## config.mk

```make
export PLATFORM = sky130hd
export DESIGN_NAME = scv_boot_ctl
export DESIGN_NICKNAME = d
export VERILOG_FILES = /design/src/rtl/scv_boot_pkg.sv /design/src/rtl/scv_boot_ctl.sv
export SDC_FILE = /design/constraint.sdc
export NUM_CORES = 1
export LEC_CHECK = 0
export BUFFER_PORTS_ARGS = -buffer_cell sky130_fd_sc_hd__buf_2
export CORE_MARGIN = 2
export CORE_UTILIZATION = 50
export DETAILED_ROUTE_END_ITERATION = 10
export PLACE_DENSITY = 0.82
export SLEW_MARGIN = 20
export SYNTH_ARGS = -nofsm -noshare
export SYNTH_HDL_FRONTEND = slang
export SYNTH_SLANG_ARGS = --single-unit
```

## constraint.sdc

```tcl
create_clock -name CLK -period 7.1 [get_ports CLK]
set_input_delay 0.71 -clock CLK [delete_from_list [all_inputs] [get_ports CLK]]
set_output_delay 0.71 -clock CLK [all_outputs]
set_load 0.005 [all_outputs]
```

## src/rtl/scv_boot_pkg.sv

```systemverilog
// Shared types and helpers for the scv boot/download controller.
// Holds the controller state encoding, the default reset hold time and the mirror-mask helper.
package scv_boot_pkg;

  typedef enum logic [1:0] {
    StHold  = 2'd0,
    StRun   = 2'd1,
    StLoad  = 2'd2,
    StWrite = 2'd3
  } boot_state_e;

  localparam int unsigned ResHoldDefault = 64;

  // Widest cart address the mask helper supports.
  localparam int unsigned MaskW = 32;

  // Every bit at or below the highest set bit of addr becomes 1.
  function automatic logic [MaskW-1:0] mask_smear(input logic [MaskW-1:0] addr);
    logic [MaskW-1:0] m;
    m = addr;
    m = m | (m >> 1);
    m = m | (m >> 2);
    m = m | (m >> 4);
    m = m | (m >> 8);
    m = m | (m >> 16);
    return m;
  endfunction

endpackage

```

## src/rtl/scv_boot_ctl.sv

```systemverilog
// Boot controller for the scv core: sequences CORE_RESB and streams a downloaded cartridge
// image into cart memory, then publishes the ROM mirror mask.
module scv_boot_ctl
  import scv_boot_pkg::*;
#(
  parameter int unsigned ADDR_W   = 17,
  parameter int unsigned RES_HOLD = ResHoldDefault
) (
  input  logic              CLK,
  input  logic              RESB,
  input  logic              HOST_RST,
  input  logic              DL_START,
  input  logic              DL_END,
  input  logic              DL_VALID,
  input  logic [7:0]        DL_DATA,
  output logic              DL_READY,
  output logic              MEM_REQ,
  output logic [ADDR_W-1:0] MEM_ADDR,
  output logic [7:0]        MEM_DATA,
  input  logic              MEM_ACK,
  output logic              CORE_RESB,
  output logic [ADDR_W-1:0] CART_MASK,
  output logic              OVERFLOW,
  output logic              BUSY
);

  localparam int unsigned     HoldW    = $clog2(RES_HOLD);
  localparam logic [HoldW-1:0] HoldInit = HoldW'(RES_HOLD - 1);

  boot_state_e       state_q, state_d;
  logic [HoldW-1:0]  hold_q, hold_d;
  logic [ADDR_W-1:0] addr_q, addr_d;
  logic              full_q, full_d;
  logic              end_pend_q, end_pend_d;

  logic              core_resb_q, core_resb_d;
  logic              dl_ready_q, dl_ready_d;
  logic              mem_req_q, mem_req_d;
  logic [ADDR_W-1:0] mem_addr_q, mem_addr_d;
  logic [7:0]        mem_data_q, mem_data_d;
  logic [ADDR_W-1:0] cart_mask_q, cart_mask_d;
  logic              overflow_q, overflow_d;
  logic              busy_q, busy_d;

  logic              start;
  logic              finish;

  always_comb begin
    state_d    = state_q;
    hold_d     = hold_q;
    addr_d     = addr_q;
    full_d     = full_q;
    end_pend_d = end_pend_q;
    mem_req_d  = mem_req_q;
    mem_addr_d = mem_addr_q;
    mem_data_d = mem_data_q;
    overflow_d = overflow_q;
    start      = 1'b0;
    finish     = 1'b0;

    unique case (state_q)
      StHold: begin
        if (DL_START) begin
          start = 1'b1;
        end else if (HOST_RST) begin
          hold_d = HoldInit;
        end else if (hold_q == '0) begin
          state_d = StRun;
        end else begin
          hold_d = hold_q - HoldW'(1);
        end
      end
      StRun: begin
        if (DL_START) begin
          start = 1'b1;
        end else if (HOST_RST) begin
          state_d = StHold;
          hold_d  = HoldInit;
        end
      end
      StLoad: begin
        if (DL_VALID && !full_q) begin
          mem_req_d  = 1'b1;
          mem_addr_d = addr_q;
          mem_data_d = DL_DATA;
          end_pend_d = DL_END;
          state_d    = StWrite;
        end else begin
          // Past the top of the address space bytes are consumed but not written.
          if (DL_VALID) overflow_d = 1'b1;
          if (DL_END) finish = 1'b1;
        end
      end
      StWrite: begin
        if (DL_END) end_pend_d = 1'b1;
        if (MEM_ACK) begin
          mem_req_d = 1'b0;
          if (addr_q == '1) begin
            full_d = 1'b1;
          end else begin
            addr_d = addr_q + ADDR_W'(1);
          end
          if (end_pend_q || DL_END) begin
            finish = 1'b1;
          end else begin
            state_d = StLoad;
          end
        end
      end
      default: state_d = StHold;
    endcase

    if (start) begin
      state_d    = StLoad;
      addr_d     = '0;
      full_d     = 1'b0;
      overflow_d = 1'b0;
      end_pend_d = 1'b0;
    end
    if (finish) begin
      state_d = StHold;
      hold_d  = HoldInit;
    end
  end

  // Mask is derived from the post-update byte count so the final write is included.
  logic [MaskW-1:0]  smear_full;
  logic [ADDR_W-1:0] mask_new;
  logic              unused_smear;

  always_comb begin
    smear_full = mask_smear(MaskW'(addr_d - ADDR_W'(1)));
    if (full_d) begin
      mask_new = '1;
    end else if (addr_d == '0) begin
      mask_new = '0;
    end else begin
      mask_new = smear_full[ADDR_W-1:0];
    end
  end

  assign unused_smear = ^smear_full[MaskW-1:ADDR_W];

  always_comb begin
    core_resb_d = (state_d == StRun);
    dl_ready_d  = (state_d == StLoad);
    busy_d      = (state_d != StRun);
    cart_mask_d = finish ? mask_new : cart_mask_q;
  end

  always_ff @(posedge CLK or negedge RESB) begin
    if (!RESB) begin
      state_q     <= StHold;
      hold_q      <= HoldInit;
      addr_q      <= '0;
      full_q      <= 1'b0;
      end_pend_q  <= 1'b0;
      core_resb_q <= 1'b0;
      dl_ready_q  <= 1'b0;
      mem_req_q   <= 1'b0;
      mem_addr_q  <= '0;
      mem_data_q  <= '0;
      cart_mask_q <= '0;
      overflow_q  <= 1'b0;
      busy_q      <= 1'b1;
    end else begin
      state_q     <= state_d;
      hold_q      <= hold_d;
      addr_q      <= addr_d;
      full_q      <= full_d;
      end_pend_q  <= end_pend_d;
      core_resb_q <= core_resb_d;
      dl_ready_q  <= dl_ready_d;
      mem_req_q   <= mem_req_d;
      mem_addr_q  <= mem_addr_d;
      mem_data_q  <= mem_data_d;
      cart_mask_q <= cart_mask_d;
      overflow_q  <= overflow_d;
      busy_q      <= busy_d;
    end
  end

  assign CORE_RESB = core_resb_q;
  assign DL_READY  = dl_ready_q;
  assign MEM_REQ   = mem_req_q;
  assign MEM_ADDR  = mem_addr_q;
  assign MEM_DATA  = mem_data_q;
  assign CART_MASK = cart_mask_q;
  assign OVERFLOW  = overflow_q;
  assign BUSY      = busy_q;

endmodule

```

==> results.ini <==
[floorplanning]
initial_utilization=0.512
core_um2=8130
io_pins=62
die_w_um=95.2
die_h_um=95.2
dieArea_um2=9070
rows=33

[synthesis]
ys.flop_type=dfrtp_1
synth_edf_count=0
avgSynthCellArea_um2=10.0
syn_nets=434
async_flop_share=1.00
yosysUniqueCellTypes=65
netlist_instances=415
synth_warnings=0
ys_ff_latch=74
netlist_area_um2=4160
yosysSeqAreaShare=0.447

[cts]
clockRootBuffer=clkbuf_8
htreeDepth=3
cts_buffers=9
cts_sinks=74
hold_buffers=0
cts_tree=yes
insertion_delay_ns=0.36
ctsLongestPathBuffers=2
cts_setup_buffers=0
clk_pin_slew_worst_paths_ns=0.08
cts_resized=0

[sta]
fin_setup_tns_ns=0
rsz0062_at_grt=false
relSlewSlack=0.381
post-route-period-util=0.641
tightest_slew_ns=0.929
maxSlewViolCount=0
finalHoldViolCount=0
hold_slack_ns=0.492
min_period_ns=4.55
fmax_mhz=220
setup_violations=0
finClkSkew_ns=0.00779

[drt]
first_iter_violations=199
wire_per_inst_um=17.7
ant_nets=0
via_per_inst=6.24
firstDrtPassIters=5
drc=0
top_layer=met4
wl_met2_um=5030
dr_wl_met3_um=707
vias=3605
wl_met1_um=4340
drt-total-wl_um=10200

[outcome]
status=finished, final reports clean

[setup_path]
worstPathRequired_ns=7.31
cp_max_fo=10
critPathArrivalTime_ns=4.76
path_buf_inv=0
cp_top_family=simple AND/OR/NAND/NOR gates
cp_slowest_cell=nor4_4
startpoint_type=flip-flop
critical_path_class=flip-flop to flip-flop
max_stage_delay_ns=0.54
path_cells=ha_1 > nand4_2 > nor4_4 > nor2_1 > mux2i_1 > or2_2 > ha_1 > nand4_1 > or3_1 > a2111oi_4 > o221ai_4 > nor3_4 > a31oi_1
cp_common_cell=ha_1
critPathCaptureType=flip-flop

[layout]
drive_above_1_share=0.277
seq_area_um2=1860
final_area_um2=4750
fillers=695
multi_input_area_um2=2150
antennaDiodeCount=0
final_nets=487
area_delta_synth_final_pct=14.1

[min_path]
hold_path.class=flip-flop to flip-flop

[power]
leakagePower_nw=2.16
p_sw_frac=0.372
power.density_nw_per_um2=335
p_seq_frac=0.385
p_switching_w=0.000592
internal_power_w=0.00100
peakVddDrop_mv=0.142
p_comb_frac=0.381
clkPwrFrac=0.234

[global_route]
grt_overflow=0
grt_pass1_wl_um=16700
grt_max_degree=75
grt_antenna_before_repair=0
grt_usage=0.237
grt_pass1_vias=3337

[placed_design]
place_congestion=0.965
port_buffers=61
hpwl_um=7100
placed_area_um2=4530

[run]
maxCapViolCount=0

logic make-up (layout without fill, tap and decap cells):
logic type | after synthesis | after routing | synth area share
and+or+nand+nor | 149 | 149 | 0.221
AOI/OAI and AO/OA | 109 | 109 | 0.176
DFF | 74 | 74 | 0.447
buffers and inverters | 36 | 94 | 0.0382
muxes | 27 | 27 | 0.0724
xor gates and xnor gates | 16 | 16 | 0.0337
adders and majority gates | 4 | 4 | 0.0120
path summary, 6_finish.rpt:
path                               start       endpoint  slack, ns  cells past startpoint
setup / recovery               addr_q[0]   CART_MASK[3]       2.55                     13
hold / removal             CART_MASK[16]  CART_MASK[16]       0.49                      1
setup reg to reg               addr_q[0]   CART_MASK[3]       2.55                     13
hold reg to reg            CART_MASK[16]  CART_MASK[16]       0.49                      1
max in group asynchronous           RESB      addr_q[9]       6.02                      1
min in group asynchronous           RESB    MEM_DATA[2]       0.51                      1
through the flow:
stage                     setup WS (ns)  instances   util  total power (W)
after floorplan                    3.34        415      -          0.00101
after global placement             2.84        562  0.557          0.00120
after detailed placement           2.66        562  0.557          0.00122
after CTS                          2.60        578  0.584          0.00159
after global routing               2.21        578  0.584          0.00170
final                              2.55        578  0.584          0.00159
worst reg2reg max path, cell delays in order (launching register included):
cell	delay, ns
dfrtp_1	0.51
ha_1	0.41
nand4_2	0.31
nor4_4	0.54
nor2_1	0.15
mux2i_1	0.16
or2_2	0.14
ha_1	0.22
nand4_1	0.43
or3_1	0.53
a2111oi_4	0.36
o221ai_4	0.19
nor3_4	0.31
a31oi_1	0.13
cells in the mapped netlist, types with 3 or more instances:
master	number	area [um2]
dfrtp_1	67	1680
o21ai_0	28	140
mux2_2	25	282
nor2_1	25	93.8
a21oi_1	24	120
nand2_1	22	82.6
clkbuf_1	14	52.6
inv_1	13	48.8
a31oi_1	12	75.1
nand4_1	12	75.1
nor4_1	12	75.1
nor3_1	11	55.1
nand3_1	10	50.1
xnor2_1	10	87.6
and3_1	7	43.8
dfstp_2	7	184
or3_1	7	43.8
nor2b_1	6	37.5
xor2_1	6	52.6
buf_4	5	37.5
o21ai_1	5	25.0
or4_1	5	37.5
buf_2	4	20.0
ha_1	4	50.1
o211ai_1	4	30.0
o21a_1	4	30.0
a21o_1	3	22.5
nand2b_1	3	18.8
nand4b_1	3	26.3
nor4_4	3	63.8
nor4b_1	3	26.3
o31ai_1	3	22.5
o41ai_1	3	26.3
or2_2	3	18.8
power groups by stage:
stage          sequential (W)  combinational [W]  clock [W]
3_5_place_dp         0.000621           0.000603          0
5_1_grt              0.000631           0.000676   0.000395
6_report             0.000614           0.000607   0.000372
3_3_place_gp         0.000616           0.000584          0
2_1_floorplan        0.000604           0.000411          0
4_1_cts              0.000614           0.000608   0.000372
registers in the layout (all words and copies together), names as in the netlist, 2 cells and up:
name       cells
MEM_ADDR      17
hold_q         6
state_q        2
addr_q        17
MEM_DATA       8
CART_MASK     17
placed cells by master, fill, tap and decap left out, types with 12 or more instances in the layout:
cell	netlist	final
a21oi_1	24	24
o21ai_0	28	28
dfrtp_1	67	67
mux2_2	25	25
inv_1	13	13
a31oi_1	12	12
nor2_1	25	25
buf_2	4	60
nand4_1	12	12
nand2_1	22	22
nor4_1	12	12
area by class of cell:
cell class              count  area share
well taps                 105      0.0277
inverters                  13      0.0103
clock buffers              11      0.0298
clock inverters             5      0.0163
repair buffers             65      0.0711
flip-flops and latches     74       0.392
multi-input cells         305       0.453
routing by layer:
layer / up-vias / GRT usage
met5: - / 0
met4: 0 / 0.0737
met3: 19 / 0.0427
met2: 141 / 0.395
met1: 1776 / 0.313
li1: 1669 / -
No activity file was read; power rests on OpenSTA's default activity.
